`config.mk`:
```
export PLATFORM = sky130hd
export DESIGN_NAME = cfg_loader
export DESIGN_NICKNAME = d
export VERILOG_FILES = /design/src/rtl/cfg_pkg.sv /design/src/rtl/cfg_strobe_decode.sv /design/src/rtl/cfg_loader.sv
export SDC_FILE = /design/constraint.sdc
export NUM_CORES = 1
export LEC_CHECK = 0
export BUFFER_PORTS_ARGS = -buffer_cell sky130_fd_sc_hd__buf_2
export CAP_MARGIN = 5
export CORE_MARGIN = 8
export CORE_UTILIZATION = 50
export CTS_CLUSTER_DIAMETER = 80
export CTS_CLUSTER_SIZE = 8
export DETAILED_ROUTE_END_ITERATION = 16
export PLACE_DENSITY = 0.79
export SYNTH_ARGS = -nofsm -noshare
export SYNTH_HDL_FRONTEND = slang
export SYNTH_HIERARCHICAL = 1
export SYNTH_SLANG_ARGS = --single-unit
```
`constraint.sdc`:
```
create_clock -name clk -period 2.1 [get_ports clk]
set_input_delay 0.21 -clock clk [delete_from_list [all_inputs] [get_ports clk]]
set_output_delay 0.21 -clock clk [all_outputs]
set_load 0.02 [all_outputs]
```
`src/rtl/cfg_pkg.sv`:
```
// Shared types and constants for the configuration loader and its strobe decoder.
package cfg_pkg;

  typedef enum logic [1:0] {
    IDLE = 2'd0,
    LOAD = 2'd1,
    DONE = 2'd2
  } cfg_state_e;

  // Field codes: order in which a block's config registers are written.
  localparam logic [1:0] FLD_X  = 2'd0;
  localparam logic [1:0] FLD_Y  = 2'd1;
  localparam logic [1:0] FLD_AB = 2'd2;
  localparam logic [1:0] FLD_CX = 2'd3;

  localparam int CFG_BYTES_PER_BLOCK = 4;

endpackage

```
`src/rtl/cfg_strobe_decode.sv`:
```
// Registered decoder: turns an accepted (block, field) pair into a single
// one-cycle strobe bit on one of the four per-block write-enable vectors.
module cfg_strobe_decode
  import cfg_pkg::*;
#(
  parameter int NUM_BLOCKS = 8,
  parameter int BLK_W      = (NUM_BLOCKS > 1) ? $clog2(NUM_BLOCKS) : 1
) (
  input  logic                  clk,
  input  logic                  rst_n,
  input  logic                  accept,
  input  logic [BLK_W-1:0]      blk_idx,
  input  logic [1:0]            fld_idx,
  output logic [NUM_BLOCKS-1:0] set_x,
  output logic [NUM_BLOCKS-1:0] set_y,
  output logic [NUM_BLOCKS-1:0] set_ab,
  output logic [NUM_BLOCKS-1:0] set_cx
);

  logic [NUM_BLOCKS-1:0] blk_onehot;

  // One-hot position of the block currently being written.
  always_comb begin
    blk_onehot = NUM_BLOCKS'(1) << blk_idx;
  end

  // Strobes default low every cycle; reset drops any strobe in flight.
  always_ff @(posedge clk or negedge rst_n) begin
    if (!rst_n) begin
      set_x  <= '0;
      set_y  <= '0;
      set_ab <= '0;
      set_cx <= '0;
    end else begin
      set_x  <= '0;
      set_y  <= '0;
      set_ab <= '0;
      set_cx <= '0;
      if (accept) begin
        case (fld_idx)
          FLD_X:   set_x  <= blk_onehot;
          FLD_Y:   set_y  <= blk_onehot;
          FLD_AB:  set_ab <= blk_onehot;
          default: set_cx <= blk_onehot;
        endcase
      end
    end
  end

endmodule

```
`src/rtl/cfg_loader.sv`:
```
// Configuration sequencer: accepts a byte stream and writes each byte into the
// next block/field of the fabric, holding the fabric disabled until the whole
// array has been loaded.
module cfg_loader
  import cfg_pkg::*;
#(
  parameter int NUM_BLOCKS = 8,
  parameter int BLK_W      = (NUM_BLOCKS > 1) ? $clog2(NUM_BLOCKS) : 1
) (
  input  logic                  clk,
  input  logic                  rst_n,
  input  logic                  start,
  input  logic                  abort,
  input  logic [7:0]            in_data,
  input  logic                  in_valid,
  output logic                  in_ready,
  output logic [7:0]            cfg_in,
  output logic [NUM_BLOCKS-1:0] set_x,
  output logic [NUM_BLOCKS-1:0] set_y,
  output logic [NUM_BLOCKS-1:0] set_ab,
  output logic [NUM_BLOCKS-1:0] set_cx,
  output logic                  busy,
  output logic                  done,
  output logic                  fabric_en
);

  cfg_state_e       state;
  logic [BLK_W-1:0] blk_idx;
  logic [1:0]       fld_idx;
  logic             accept;
  logic             last_byte;

  // abort gates in_ready so a byte presented in the abort cycle is never taken.
  assign in_ready  = (state == LOAD) && !abort;
  assign accept    = in_valid && in_ready;
  assign last_byte = (blk_idx == BLK_W'(NUM_BLOCKS - 1)) && (fld_idx == FLD_CX);

  // Load FSM with block/field counters and registered status outputs.
  always_ff @(posedge clk or negedge rst_n) begin
    if (!rst_n) begin
      state     <= IDLE;
      blk_idx   <= '0;
      fld_idx   <= '0;
      busy      <= 1'b0;
      done      <= 1'b0;
      fabric_en <= 1'b0;
    end else begin
      case (state)
        IDLE, DONE: begin
          if (start) begin
            state     <= LOAD;
            blk_idx   <= '0;
            fld_idx   <= '0;
            busy      <= 1'b1;
            done      <= 1'b0;
            fabric_en <= 1'b0;
          end
        end
        LOAD: begin
          if (abort) begin
            state   <= IDLE;
            blk_idx <= '0;
            fld_idx <= '0;
            busy    <= 1'b0;
          end else if (accept) begin
            if (last_byte) begin
              state     <= DONE;
              blk_idx   <= '0;
              fld_idx   <= '0;
              busy      <= 1'b0;
              done      <= 1'b1;
              fabric_en <= 1'b1;
            end else begin
              fld_idx <= fld_idx + 2'd1;
              if (fld_idx == FLD_CX) begin
                blk_idx <= blk_idx + BLK_W'(1);
              end
            end
          end
        end
        default: begin
          state <= IDLE;
          busy  <= 1'b0;
        end
      endcase
    end
  end

  // Config byte register; holds its value between accepted bytes.
  always_ff @(posedge clk or negedge rst_n) begin
    if (!rst_n) begin
      cfg_in <= 8'h00;
    end else if (accept) begin
      cfg_in <= in_data;
    end
  end

  cfg_strobe_decode #(
    .NUM_BLOCKS (NUM_BLOCKS),
    .BLK_W      (BLK_W)
  ) u_strobe_decode (
    .clk     (clk),
    .rst_n   (rst_n),
    .accept  (accept),
    .blk_idx (blk_idx),
    .fld_idx (fld_idx),
    .set_x   (set_x),
    .set_y   (set_y),
    .set_ab  (set_ab),
    .set_cx  (set_cx)
  );

endmodule

```
==> reports/metrics.yaml, run 1 <==
status:
  status: "complete, no violations"
route:
  wl_um: 3610
  firstDrtPassIters: 4
  via_per_inst: 5.05
  wire_per_inst_um: 14.6
  ant_nets: 0
  vias: 1248
  drt_iter0_drc: 38
  drcViolationCount: 0
setup_path:
  rrSetupSlack_ns: 0.38
  critical_path_arrival_ns: 1.94
  crit_path_start_kind: "register"
  slowest_delay_ns: 0.54
  cp_slowest_cell: "and4bb_4"
  path_max_fanout: 21
  path_cells: "and4bb_4 -> or4b_4 -> nor2_1"
  criticalPathCategory: "reg2reg"
  cp.required_ns: 2.32
  endpoint_kind: "register"
cells_and_area:
  diodes: 0
  syn_to_final_growth_pct: 25.3
  final_nets: 214
  drive_gt1_share_pct: 37.7
place:
  place_ws_ns: 0.394
  numPortBuffers: 56
  gp_congestion: 0.786
  hpwl_um: 2690
global_route:
  overflow: 0
  antenna_found_initial: 0
  grt_pass1_wl_um: 6220
  grt_pass1_vias: 1326
  grt_usage_pct: 12.7
  grt_max_degree: 27
hold_path:
  worstHoldPathType: "in2reg"
floorplanning:
  start_util_pct: 51.0
  die_h_um: 76.7
  die_w_um: 76.7
  core-area_um2: 3610
  floorplan.die_area_um2: 5880
  std_cell_rows: 22
  pin_count: 57
clocking:
  cts_setup_buffers: 0
  cts_buffer_depth: 2
  htreeDepth: 2
  tritoncts: "yes"
  clk_latency_ns: 0.30
  clkTransAtPathRegs_ns: 0.08
  root_buffer: "clkbuf_8"
  cts_buffers: 5
  cts.sinks: 49
sta:
  finClkSkew_ns: 0.00436
  finalWorstSetupSlack_ns: 0.377
  period_share_pct: 82.0
  setup_violations: 0
  slew_violations: 0
  rsz0062_at_grt: "false"
  fin_setup_tns_ns: 0
  worst_pin_slew_ns: 0.520
  period_needed_ns: 1.72
  slew_headroom_pct: 65.3
  hold_viol_final: 0
  fmax_mhz: 581
pwr:
  pwr_density_cell_nw_per_um2: 915
  ir_drop_v: 0.000568
  leakage_nw: 1.23
synthesis:
  synth_area_leaders: "dfrtp_1 (67%), nor2_1 (7.1%), mux2_4 (4.9%)"
  synth_fp_nets: 154
  syn_inst: 138
  syn_area_um2: 1840
  yosysSeqAreaShare_pct: 66.7
  synth_edf_count: 0
  synth_ff_type: "dfrtp_1"
  yosys_warnings: 6
  syn_avg_cell_area_um2: 13.3
  synth_top_area_cell: "dfrtp_1"
  yosys-top-cells-count: "dfrtp_1 (49), nor2_1 (35), mux2_4 (6)"
  synthArstFlopShare_pct: 100
  synth.distinct_cells: 30
  ys_ff_latch: 49
  synth_top_area_share_pct: 66.7
  synth_most_common_cell: "dfrtp_1"
run:
  drv_cap: 0
flip-flops by register name, indices dropped and copies added (netlist names):
| name | cells |
|---|---|
| cfg_in | 8 |
| u_strobe_decode/set_ab | 8 |
| u_strobe_decode/set_cx | 8 |
| u_strobe_decode/set_x | 8 |
| u_strobe_decode/set_y | 8 |
| blk_idx | 3 |
| fld_idx | 2 |
| state | 2 |
| busy | 1 |
| fabric_en | 1 |
through the flow:
stage | std cells | hold slack [ns] | cell area [um2] | utilization (%) | power (W)
after floorplan | 138 | -0.0856 | 1840 | - | 0.00124
after global placement | 238 | 0.199 | 2160 | 59.8 | 0.00134
after detailed placement | 238 | 0.214 | 2160 | 59.8 | 0.00135
after CTS | 247 | 0.125 | 2300 | 63.9 | 0.00214
after global routing | 247 | 0.114 | 2300 | 63.9 | 0.00220
final | 247 | 0.133 | 2300 | 63.9 | 0.00211
per-layer routing:
layer  GRT usage (%)  routed length (um)  share of wire (%)  up-vias
met4            3.46                  30               0.83        0
met5               0                   0                  0        -
met2            19.4                1650                 46       54
met1            15.6                1590                 44      601
li1                -                   -                  -      590
met3            6.29                 349                9.7        3
worst paths after layout:
| check | from | to | cells after the start |
|---|---|---|---|
| max in group asynchronous | rst_n | cfg_in[5]$_DFFE_PN0P_ | 3 |
| setup / recovery | state[1]$_DFFE_PN0P_ | u_strobe_decode/set_x[0]$_DFF_PN0_ | 3 |
| min in group asynchronous | rst_n | u_strobe_decode/set_cx[0]$_DFF_PN0_ | 2 |
| hold reg to reg | cfg_in[1]$_DFFE_PN0P_ | cfg_in[1]$_DFFE_PN0P_ | 1 |
| setup reg to reg | state[1]$_DFFE_PN0P_ | u_strobe_decode/set_x[0]$_DFF_PN0_ | 3 |
| hold / removal | in_data[2] | cfg_in[2]$_DFFE_PN0P_ | 2 |
cell families after synthesis:
| kind of cell | share of synthesized area, % |
|---|---|
| AO/OA/AOI/OAI | 4.63 |
| AND/OR/NAND/NOR | 18.4 |
| flip-flops | 66.7 |
| buffers and inverters | 1.63 |
| multiplexers | 6.67 |
| adder cells (fa/ha/maj) | 2.04 |
worst max-delay path, delay by kind of cell (launching register included):
kind,cells,cell delay (ns)
flip-flops,1,0.44
AND/OR/NAND/NOR,3,1.21
placed cells by master (no fill, tap or decap), drive strengths merged, types with 2 or more instances in the layout:
cell,n
nand4bb,3
nand4b,3
buf,57
dfrtp,49
nand3,2
nor2,35
ha,3
mux2,8
clkbuf,5
a31o,2
nand2b,4
bufinv,2
nand2,4
a32o,4
o21ai,3
and4bb,2
what timing repair did:
action	CTS	global route
setup endpoints to repair	0	0
hold buffers	1	0
gates resized for setup	0	0
hold endpoints to repair	23	0
power by group:
part | internal [W] | total, W | switching [W]
clock network | 0.000479 | 0.000777 | 0.000298
logic | 0.000122 | 0.000292 | 0.000171
registers | 0.00100 | 0.00104 | 0.0000409
total | 0.00160 | 0.00211 | 0.000509
final cells by class:
cell class,instances,area (um2)
Sequential cell,49,1230
Clock buffer,5,68.8
Fill cell,292,1300
Tap cell,48,60.1
Timing Repair Buffer,58,298
Multi-Input combinational cell,84,583
Clock inverter,3,68.8
(Power assumes the default switching activity.)
==> run 2: changes to the inputs <==
--- a/config.mk
+++ b/config.mk
@@ -8,11 +8,11 @@
 export BUFFER_PORTS_ARGS = -buffer_cell sky130_fd_sc_hd__buf_2
 export CAP_MARGIN = 5
 export CORE_MARGIN = 8
-export CORE_UTILIZATION = 50
+export CORE_UTILIZATION = 45
 export CTS_CLUSTER_DIAMETER = 80
 export CTS_CLUSTER_SIZE = 8
 export DETAILED_ROUTE_END_ITERATION = 16
-export PLACE_DENSITY = 0.79
+export PLACE_DENSITY = 0.75
 export SYNTH_ARGS = -nofsm -noshare
 export SYNTH_HDL_FRONTEND = slang
 export SYNTH_HIERARCHICAL = 1
==> constraint.sdc (replaced) <==
create_clock -name clk -period 1.5 [get_ports clk]
set_input_delay 0.15 -clock clk [delete_from_list [all_inputs] [get_ports clk]]
set_output_delay 0.15 -clock clk [all_outputs]
set_load 0.02 [all_outputs]
==> run 2 against run 1 <==
Effect of this change:
- core utilization down 4.2 points
- worst hold slack worse by 0.066 ns
- largest power group unchanged
- clock power up 24%
==> reports/metrics.yaml, run 2 (synthesized netlist as in run 1, its figures left out) <==
status:
  status: "complete, no violations"
pwr:
  ir_drop_v: 0.000508  # -10%
  leakage_nw: 1.27  # +3.0%
  power_switching_share_pct: 25.3  # +1.1 points
  pwr_density_cell_nw_per_um2: 1200  # +32%
  p_sw_w: 0.000722  # +42%
  intPower_w: 0.00213  # +33%
  clkPwrFrac_pct: 33.7  # -3.1 points
  combPwrFrac_pct: 15.7  # +1.9 points
  power_frac_seq_pct: 50.6  # +1.3 points
route:
  ant_nets: 0  # unchanged
  wire_per_inst_um: 15.6  # +6.5%
  firstDrtPassIters: 4  # unchanged
  drt_iter0_drc: 88  # +130%
  wl_um: 4010  # +11%
  vias: 1273  # +2.0%
  drcViolationCount: 0  # unchanged
  via_per_inst: 4.95  # -2.0%
sta:
  worst_pin_slew_ns: 0.489  # -0.0308 ns
  setup_violations: 0  # unchanged
  rsz0062_at_grt: "false"
  slew_headroom_pct: 67.4  # +2.1 points
  hold_viol_final: 0  # unchanged
  period_share_pct: 94.6
  fmax_mhz: 705
  slew_violations: 0  # unchanged
  period_needed_ns: 1.42
  finClkSkew_ns: 0.00428  # -0.0000846 ns
cells_and_area:
  final_nets: 222  # +3.7%
  layout_commonest_cell: "buf_2"
  drive_gt1_share_pct: 40.1  # +2.4 points
  stdcell_count: 257  # +4.0%
  mostFrequentLayoutCells: "buf_2 (55), dfrtp_1 (49), nor2_1 (35)"
  fin_area_um2: 2370  # +2.9%
  diodes: 0  # unchanged
  syn_to_final_growth_pct: 28.9
floorplanning:
  core-area_um2: 3970  # +10%
  pin_count: 57  # unchanged
  die_h_um: 79.9  # +4.3%
  start_util_pct: 46.3  # -4.7 points
  floorplan.die_area_um2: 6390  # +8.7%
  std_cell_rows: 23  # +4.5%
  die_w_um: 79.9  # +4.3%
place:
  gp_congestion: 0.717  # -8.7%
  place_inst: 248  # +4.2%
  place_area_um2: 2230  # +3.5%
  numPortBuffers: 56  # unchanged
  hpwl_um: 2980  # +11%
global_route:
  grt_usage_pct: 13.6  # +0.91 points
  overflow: 0  # unchanged
  grt_pass1_wl_um: 6800  # +9.4%
  antenna_found_initial: 0  # unchanged
  grt.met1_usage_pct: 15.1  # -0.54 points
  grt_pass1_vias: 1381  # +4.1%
  grt_util_met2_pct: 22.8  # +3.4 points
  grt_use_met3_pct: 5.74  # -0.55 points
  grt.busiest_layer: "met2"
  grt_max_degree: 28  # +3.7%
setup_path:
  criticalPathCategory: "reg2out"
  crit_path_start_kind: "register"
  critical_path_arrival_ns: 1.27  # -0.67 ns
  path_max_fanout: 5  # -76%
  cp.required_ns: 1.35  # -0.97 ns
  endpoint_kind: "output port"
  rrSetupSlack_ns: 0.13  # -0.25 ns
clocking:
  clkTransAtPathRegs_ns: 0.08  # about the same
  root_buffer: "clkbuf_8"
  cts_buffer_depth: 2  # unchanged
  cts_setup_buffers: 0  # unchanged
  clk_latency_ns: 0.30  # about the same
  cts.sinks: 49  # unchanged
  htreeDepth: 2  # unchanged
  cts_buffers: 5  # unchanged
  tritoncts: "yes"
hold_path:
  worstHoldPathType: "in2reg"
run:
  drv_cap: 0  # unchanged
## run 2: changes by cell type in the layout (fill, tap and decap cells not counted)
cell / before / now
buf_4: 1 / 9
buf_12: 0 / 1
buf_2: 56 / 55
bufinv_16: 2 / 1
clkbuf_8: 5 / 6
clkinvlp_4: 0 / 1
inv_6: 1 / 0
nor3b_2: 1 / 0
nor3b_4: 0 / 1
## run 2: cell type report
| class | instances | area, um2 |
|---|---|---|
| tap | 50 | 62.6 |
| timing repair buffer | 66 | 373 |
| clock buffer | 6 | 82.6 |
| multi-input combinational | 84 | 589 |
| clock inverter | 2 | 37.5 |
| fill | 322 | 1600 |
| sequential | 49 | 1230 |
## run 2: power by group through the flow
stage,logic (W),registers (W),clock network (W)
CTS,0.000457,0.00145,0.000990
global placement,0.000441,0.00147,0
finish,0.000448,0.00145,0.000962
global route,0.000491,0.00146,0.00104
detailed placement,0.000449,0.00147,0
floorplan,0.000173,0.00156,0
## run 2: stage by stage
step	setup TNS, ns	utilization, %	worst slack, ns	power (W)	hold slack [ns]
final	0	59.7	0.0814	0.00286	0.0670
after global routing	0	59.7	0.00115	0.00299	0.0641
after CTS	0	59.6	0.0442	0.00289	0.0568
after detailed placement	0	56.2	0.146	0.00192	0.143
after global placement	0	56.2	0.189	0.00191	0.137
after floorplan	-0.238	-	-0.0641	0.00174	-0.146
## run 2: routing by layer
layer	wire length, um	share of wire [%]	up-vias
met5	0	0	-
met4	47	1.2	0
met3	386	9.6	5
met2	1940	49	46
met1	1630	41	615
li1	-	-	607
## run 2: worst paths after layout
check                                 startpoint                                  end  depth (start not counted)
max reg2reg                 state[1]$_DFFE_PN0P_   u_strobe_decode/set_y[0]$_DFF_PN0_                          3
max                         state[1]$_DFFE_PN0P_                             in_ready                          3
min reg2reg                cfg_in[1]$_DFFE_PN0P_                cfg_in[1]$_DFFE_PN0P_                          1
max in group asynchronous                  rst_n               fld_idx[0]$_DFFE_PN0P_                          3
min in group asynchronous                  rst_n  u_strobe_decode/set_cx[1]$_DFF_PN0_                          2
min                                   in_data[1]                cfg_in[1]$_DFFE_PN0P_                          2
## run 2: critical path, cell delays in order (launching register included)
cell	delay [ns]
dfrtp_1	0.38
buf_4	0.16
nor3b_4	0.24
buf_4	0.19
## run 2: timing repair
| action | 4_1_cts | 5_1_grt |
|---|---|---|
| hold buffers | 1 | 0 |
| hold endpoints to repair | 22 | 0 |
| endpoints found under the setup margin | 1 | 1 |
| pin swaps | 0 | 1 |
| resized for setup | 1 | 1 |
